[src/rtl/cpu_pkg.sv]
// rtl/cpu_pkg.sv - shared register-file widths and write-back requester indices
package cpu_pkg;
  localparam int REG_AW = 5;
  localparam int REG_DW = 32;
  localparam int NREGS  = 32;
  localparam logic [REG_AW-1:0] REG_ZERO = 5'd0;

  localparam int WB_ALU  = 0;
  localparam int WB_MEM  = 1;
  localparam int WB_MDU  = 2;
  localparam int WB_NREQ = 3;
endpackage

[src/rtl/rr_arbiter.sv]
// rtl/rr_arbiter.sv - combinational round-robin picker starting at ptr
module rr_arbiter #(
  parameter int NREQ = 3
) (
  input  logic [NREQ-1:0] req,
  input  logic [2:0]      ptr,
  input  logic            enable,
  output logic [NREQ-1:0] grant,
  output logic [2:0]      index
);
  int   j;
  logic found;

  always_comb begin
    grant = '0;
    index = '0;
    found = 1'b0;
    j     = 0;
    for (int k = 0; k < NREQ; k++) begin
      j = (int'(ptr) + k) % NREQ;
      if (enable && !found && req[j]) begin
        grant[j] = 1'b1;
        index    = 3'(j);
        found    = 1'b1;
      end
    end
  end
endmodule

[src/rtl/regfile_wb_arbiter.sv]
// rtl/regfile_wb_arbiter.sv - round-robin sharing of the register file write port plus busy scoreboard
module regfile_wb_arbiter
  import cpu_pkg::*;
#(
  parameter int NREQ = WB_NREQ,
  parameter int DW   = REG_DW,
  parameter int AW   = REG_AW
) (
  input  logic               clock,
  input  logic               rst_n,
  input  logic               wb_stall,
  input  logic [NREQ-1:0]    req_valid,
  output logic [NREQ-1:0]    req_ready,
  input  logic [NREQ*AW-1:0] req_reg_no,
  input  logic [NREQ*DW-1:0] req_data,
  output logic               wr,
  output logic [AW-1:0]      wr_register_no,
  output logic [DW-1:0]      wr_data,
  output logic [2:0]         grant_id,
  input  logic               sb_set,
  input  logic [AW-1:0]      sb_set_no,
  output logic [NREGS-1:0]   busy_vec
);
  logic [NREQ-1:0]  grant;
  logic [2:0]       gnt_idx;
  logic             xfer;
  logic [AW-1:0]    sel_reg;
  logic [DW-1:0]    sel_data;

  logic [2:0]       ptr_q, ptr_d;
  logic             wr_q, wr_d;
  logic [AW-1:0]    wr_register_no_q, wr_register_no_d;
  logic [DW-1:0]    wr_data_q, wr_data_d;
  logic [2:0]       grant_id_q, grant_id_d;
  logic [NREGS-1:0] busy_q, busy_d;

  // Reset also gates the enable so req_ready reads 0 while rst_n is low.
  rr_arbiter #(.NREQ(NREQ)) u_rr (
    .req    (req_valid),
    .ptr    (ptr_q),
    .enable (~wb_stall & rst_n),
    .grant  (grant),
    .index  (gnt_idx)
  );

  assign req_ready = grant;
  assign xfer      = |grant;
  assign sel_reg   = req_reg_no[int'(gnt_idx)*AW +: AW];
  assign sel_data  = req_data[int'(gnt_idx)*DW +: DW];

  always_comb begin
    ptr_d            = ptr_q;
    wr_d             = 1'b0;
    wr_register_no_d = wr_register_no_q;
    wr_data_d        = wr_data_q;
    grant_id_d       = grant_id_q;
    if (xfer) begin
      // r0 writes are accepted and rotate the pointer, but never reach the file.
      wr_d             = (sel_reg != AW'(REG_ZERO));
      wr_register_no_d = sel_reg;
      wr_data_d        = sel_data;
      grant_id_d       = gnt_idx;
      ptr_d            = (int'(gnt_idx) == NREQ-1) ? 3'd0 : gnt_idx + 3'd1;
    end
  end

  // Set is applied after clear so a fresh producer of the same register wins.
  always_comb begin
    busy_d = busy_q;
    if (wr_q) busy_d[wr_register_no_q] = 1'b0;
    if (sb_set && sb_set_no != AW'(REG_ZERO)) busy_d[sb_set_no] = 1'b1;
    busy_d[0] = 1'b0;
  end

  always_ff @(posedge clock or negedge rst_n) begin
    if (!rst_n) begin
      ptr_q            <= '0;
      wr_q             <= 1'b0;
      wr_register_no_q <= '0;
      wr_data_q        <= '0;
      grant_id_q       <= '0;
      busy_q           <= '0;
    end else begin
      ptr_q            <= ptr_d;
      wr_q             <= wr_d;
      wr_register_no_q <= wr_register_no_d;
      wr_data_q        <= wr_data_d;
      grant_id_q       <= grant_id_d;
      busy_q           <= busy_d;
    end
  end

  assign wr             = wr_q;
  assign wr_register_no = wr_register_no_q;
  assign wr_data        = wr_data_q;
  assign grant_id       = grant_id_q;
  assign busy_vec       = busy_q;
endmodule
[config.mk]
export PLATFORM = sky130hd
export DESIGN_NAME = regfile_wb_arbiter
export DESIGN_NICKNAME = d
export VERILOG_FILES = /design/src/rtl/cpu_pkg.sv /design/src/rtl/rr_arbiter.sv /design/src/rtl/regfile_wb_arbiter.sv
export SDC_FILE = /design/constraint.sdc
export NUM_CORES = 1
export LEC_CHECK = 0
export CAP_MARGIN = 20
export CORE_ASPECT_RATIO = 1.2
export CORE_MARGIN = 4
export CORE_UTILIZATION = 50
export DETAILED_ROUTE_END_ITERATION = 7
export PLACE_DENSITY = 0.88
export SLEW_MARGIN = 20
export SYNTH_ARGS = -nofsm -noshare
export SYNTH_HDL_FRONTEND = slang
export SYNTH_SLANG_ARGS = --single-unit
[constraint.sdc]
create_clock -name clock -period 13.99 [get_ports clock]
set_input_delay 1.399 -clock clock [delete_from_list [all_inputs] [get_ports clock]]
set_output_delay 1.399 -clock clock [all_outputs]
set_load 0.02 [all_outputs]
==> results of run 1 <==
[registers in the layout (all words and copies together) (netlist names)]
signal / count
busy_vec: 31
grant_id: 3
wr_data: 32
ptr_q: 3
wr_register_no: 5
wr: 1
[per-stage QoR]
step                      setup WS (ps)  utilization (%)  hold slack, ps  total power, uW
after global routing               6660             72.0             515             2020
final                              7030             72.0             486             1900
after CTS                          7050             72.0             490             1900
after global placement             7640             69.1             470             1610
after detailed placement           7430             69.1             477             1640
after floorplan                    8060                -             595             1270
[per-layer routing]
metal  wire length [um]  share of wire [%]  vias up
li1                   -                  -     2514
met1               6630                 39     2551
met2               8700                 51      251
met5                  0                  0        -
met3               1210                7.1       49
met4                618                3.6        0
[power groups by stage]
stage | clock [uW] | combinational [uW] | sequential (uW)
after detailed placement | 0 | 1250 | 394
after global routing | 265 | 1360 | 403
final | 253 | 1260 | 392
after global placement | 0 | 1220 | 387
after CTS | 256 | 1260 | 390
after floorplan | 0 | 774 | 499
[worst paths after layout]
path,start,end,cells after the start,slack (ps)
setup / recovery,ptr_q[2],req_ready[1],16,7030
hold / removal,grant_id[2],grant_id[2],1,490
setup reg to reg,ptr_q[2],wr_data[0],18,7970
hold reg to reg,grant_id[2],grant_id[2],1,490
max in group asynchronous,rst_n,wr_data[11],2,12040
min in group asynchronous,rst_n,busy_vec[31],1,970
[critical path, cell delays in order (launching register included)]
cell             delay, ps
dfrtp_1                760
ha_1                   510
and2_0                 400
nor2_1                 130
ha_1                   230
ha_1                   320
nand2_1                100
o21ai_1                 70
a211oi_2               430
ha_1                   330
a31oi_1                110
and4b_1                260
a31oi_4                230
nor4b_4                300
a31oi_1                190
o21ai_4                250
clkdlybuf4s50_1        640
[cell type report]
class / count / area [sq um]
clock buffers: 9 / 225
clock inverters: 7 / 98.8
fillers: 814 / 3100
inverters: 18 / 67.6
multi-input cells: 460 / 3520
flip-flops and latches: 75 / 1880
well taps: 154 / 193
repair buffers: 202 / 2010
[logic make-up after synthesis]
kind of cell / Yosys count
other cells: 1
fa+ha+maj: 20
compound gates: 185
mux: 81
simple gates: 164
buf+inv: 48
xor+xnor: 9
flops: 75
[layout by cell type, fill, tap and decap left out, types with 5 or more instances in the layout]
cell type / synthesis / routed
a211o_1: 6 / 6
clkdlybuf4s50_1: 0 / 196
buf_4: 5 / 6
mux2_2: 5 / 5
o21ai_0: 104 / 104
mux2i_1: 46 / 46
nand3b_1: 7 / 7
dfrtp_1: 75 / 75
ha_1: 20 / 20
mux2_4: 30 / 30
nand3_1: 23 / 22
nor2b_1: 5 / 5
nand2_1: 57 / 56
a21oi_1: 12 / 12
a21o_1: 9 / 9
and3_1: 5 / 5
nand2b_1: 6 / 6
nor2_1: 24 / 24
o21ai_1: 5 / 5
inv_1: 17 / 17
clkbuf_16: 0 / 9
==> out/qor.yml, run 1 <==
status: "finished clean"
yosys.cell_types.count: 84
grt_pass1_vias: 5458
drc: 0
cts_root_buf: "clkbuf_16"
placed_cells: 909
combPwrFrac_pct: 66.1
synth_simple_gate_area_share_pct: 16.1
htree_levels: 3
synthAdderAreaFrac_pct: 4.41
place_congestion: 0.957
switching_power_uw: 836
path_class: "reg -> out"
startpoint_type: "flop"
die_area_sq_mm: 0.0131
use_met2_pct: 45.2
holdBufCountCts: 0
dp_hpwl_um: 13500
post-cts-setup-buffers: 0
syn_inst: 583
wl_per_cell_um: 18.5
syn_nets: 726
busiest_layer: "met2"
drt-pass1-iter-count: 4
layout-drive-gt1-share_pct: 11.3
grt_pass1_wl_um: 27900
grt_antenna_before_repair: 0
end_kind: "output pin"
worstMarginPinSlew_ps: 810
initial_core_util_pct: 51.2
ios: 199
clkPwrFrac_pct: 13.3
gr-usage-all-layers_pct: 25.9
power_density_mw_per_mm2: 238
placed_area_sq_mm: 0.00766
synthTopCellsByCount: "104 x o21ai_0, 75 x dfrtp_1, 57 x nand2_1"
numCtsBuffers: 9
grt_max_degree: 51
synth_top_family_by_area: "compound AO/OA/AOI/OAI gates"
internal-power_uw: 1070
clock_path_buffers: 2
syn_to_final_growth_pct: 40.7
clock_sinks: 75
die_x_um: 105
slew_viol_final: 0
avgSynthCellArea_sq_um: 9.73
stdcell_area_sq_mm: 0.00799
switching_share_pct: 43.9
peakVddDrop_v: 0.000154
die_h_um: 125
worstPathArrival_ps: 5560
cp_max_fo: 11
antenna_cells: 0
cp.required_ps: 12590
drt_first_iter_violations: 296
synth_area_leaders: "dfrtp_1 33%, o21ai_0 9.2%, mux2i_1 8.1%"
grtUsageMet1_pct: 30.4
p_leak_uw: 0.00323
gr-total-overflow: 0
fmax_mhz: 144
synthXorXnorAreaFrac_pct: 1.85
syn_area_sq_mm: 0.00567
via_count: 5365
final.min_clock_period_ps: 6960
ctsResizeCount: 0
synth_top_area_share_pct: 33.1
yosysSeqAreaShare_pct: 33.1
io_buffers: 197
period_share_pct: 49.7
synthMuxAreaShare_pct: 17.0
use_met3_pct: 5.39
synth_top_area_cell: "dfrtp_1"
async_flop_share_pct: 100
fin_setup_tns_ps: 0
finClkSkew_ps: 8.78
finalSetupViolCount: 0
relSlewSlack_pct: 45.2
stdcell_count: 925
hold_violations: 0
wirelength_um: 17200
ys.flop_type: "dfrtp_1"
rows: 42
ys_ff_latch: 75
hold_path_class: "reg -> reg"
yosysMostFrequentCell: "o21ai_0"
rsz0062_at_grt: "false"
vias_per_cell: 5.80
yosysWarnings: 0
synth_compound_area_share_pct: 22.4
drv_cap: 0
seq_power_share_pct: 20.6
clkTransAtPathRegs_ps: 60
drtAntennaViolNets: 0
clock_latency_ps: 330
coreArea_sq_mm: 0.0111
cts_tree: "yes"
synth_edf_count: 0
final_nets: 909
Power figures use the tool's default switching activity.
==> run 2: changes to the inputs <==
- CORE_UTILIZATION: 50 -> 46
- PLACE_DENSITY: 0.88 -> 0.81
- clock period: 13.99 -> 6.93 ns (I/O delays scaled with it)
==> run 2 against run 1 <==
  * Worst hold slack got worse by 290 ps
  * Power is 100% higher
  * Wire length grew 2.9%
  * Sequential share of layout area hardly changed
  * Combinational power grew 100%
  * First-iteration DRC count is 0.34% lower
  * Critical path depth unchanged
==> out/qor.yml, run 2 (synthesis results as in run 1) <==
coreArea_sq_mm: 0.0121  # +9.2%
clkTransAtPathRegs_ps: 60  # about the same
largest_reg_flops: 32  # unchanged
combPwrFrac_pct: 66.8  # +0.7 points
wl_per_cell_um: 18.9  # +2.0%
p_leak_uw: 0.00322  # -0.37%
regToRegEndpoint: "wr_data[5]"
fin_setup_tns_ps: 0  # unchanged
r2r_setup_slack_ps: 1110  # -6860 ps
holdBufCountCts: 0  # unchanged
die_h_um: 130  # +4.0%
path_buf_inv: 1  # unchanged
utilization_pct: 65.9  # -6.1 points
slowest_stage: "dfrtp_1"
drc: 0  # unchanged
cp.required_ps: 6240  # -6350 ps
numCtsBuffers: 9  # unchanged
io_buffers: 197  # unchanged
clock_path_buffers: 2  # unchanged
drv_cap: 0  # unchanged
grt_pass1_wl_um: 27400  # -1.5%
fmax_mhz: 158
drt-pass1-iter-count: 5  # +1
switching_power_uw: 1680  # +100%
layout-drive-gt1-share_pct: 11.0  # -0.26 points
r2r-start: "ptr_q[2]"
crit_path_max_incr_delay_ps: 760  # about the same
dp_hpwl_um: 13700  # +1.6%
path_class: "reg -> out"
internal-power_uw: 2140  # +100%
wirelength_um: 17600  # +2.9%
final_cell_mix: "196 x clkdlybuf4s50_1, 104 x o21ai_0, 75 x dfrtp_1"
power_density_mw_per_mm2: 479  # +100%
period_share_pct: 91.2
die_area_sq_mm: 0.0142  # +8.1%
syn_to_final_growth_pct: 40.7  # about the same
place_congestion: 0.909  # -5.0%
final.min_clock_period_ps: 6320
cp_cell_sequence: "ha_1, and2_0, nor2_1, ha_1, ha_1, nand2_1, o21ai_1, a211oi_2, ha_1, a31oi_1, and4b_1, a31oi_4, nor4b_4, a31oi_1, o21ai_4, clkdlybuf4s50_1"
status: "finished clean"
switching_share_pct: 44.1  # +0.16 points
cp_top_family: "adder cells"
clock_sinks: 75  # unchanged
grt_pass1_vias: 5508  # +0.92%
relSlewSlack_pct: 41.1  # -4.2 points
reg2reg_depth: 18  # unchanged
die_x_um: 109  # +3.9%
ctsResizeCount: 0  # unchanged
clock_latency_ps: 340  # about the same
vias_per_cell: 5.79  # -0.25%
finalSetupViolCount: 0  # unchanged
via_count: 5398  # +0.62%
post-cts-setup-buffers: 0  # unchanged
ios: 199  # unchanged
nFillCells: 959  # +18%
rows: 44  # +4.8%
hold_violations: 0  # unchanged
worstMarginPinSlew_ps: 872  # +61.7 ps
slew_viol_final: 0  # unchanged
end_kind: "output pin"
final_nets: 909  # unchanged
drt_first_iter_violations: 295  # -0.34%
hold_ws_ps: 199  # -288 ps
cts_root_buf: "clkbuf_16"
grt_max_degree: 64  # +25%
grt_antenna_before_repair: 1  # +1
htree_levels: 3  # unchanged
seq_power_share_pct: 20.9  # +0.3 points
worstPathArrival_ps: 5630  # +70 ps
finClkSkew_ps: 10.9  # +2.08 ps
initial_core_util_pct: 46.8  # -4.3 points
clkPwrFrac_pct: 12.3  # -1.0 points
rsz0062_at_grt: "false"
hold_path_class: "in -> async"
cp_max_fo: 11  # unchanged
mostFrequentLayoutCell: "clkdlybuf4s50_1"
cp_common_cell: "ha_1"
cts_tree: "yes"
startpoint_type: "flop"
power.total_uw: 3820  # +100%
peakVddDrop_v: 0.000686  # +340%
gr-total-overflow: 0  # unchanged
gr-usage-all-layers_pct: 24.6  # -1.3 points
drtAntennaViolNets: 0  # unchanged
[run 2: through the flow]
stage	instances	instance area, sq um	setup slack (ps)
final	933	7980	608
after global routing	932	7980	322
after global placement	916	7680	1290
after CTS	932	7980	645
after detailed placement	916	7680	1060
after floorplan	583	5670	1680
[run 2: power groups by stage]
stage	clock [uW]	sequential [uW]	combinational, uW
finish	472	799	2550
global route	500	824	2740
CTS	480	796	2560
detailed placement	0	802	2540
global placement	0	789	2480
floorplan	0	1010	1560
[run 2: worst max-delay path by stage]
stage,from,to,cells past startpoint
2_1_floorplan,ptr_q[0],wr_data[10],23
4_1_cts,ptr_q[2],req_ready[1],16
6_report,ptr_q[2],req_ready[1],16
5_1_grt,ptr_q[2],req_ready[1],16
3_5_place_dp,ptr_q[2],req_ready[1],16
3_3_place_gp,ptr_q[2],req_ready[1],16
[run 2: final cells by class]
| type | count | area (sq um) | share of cell area [%] |
|---|---|---|---|
| multi-input cells | 460 | 3520 | 44.1 |
| flip-flops and latches | 75 | 1880 | 23.5 |
| diodes | 1 | 2.50 | 0.0313 |
| repair buffers | 202 | 2020 | 25.3 |
| well taps | 161 | 201 | 2.52 |
| clock buffers | 12 | 246 | 3.09 |
| inverters | 18 | 67.6 | 0.846 |
| clock inverters | 4 | 50.0 | 0.627 |
[run 2: per-layer routing]
layer / part of all wire (%) / global-route usage [%] / up-vias
li1: - / - / 2521
met1: 38 / 27.7 / 2591
met2: 52 / 43.9 / 248
met3: 7.9 / 6.53 / 36
met4: 2.8 / 9.54 / 2
met5: 0.074 / 0 / -
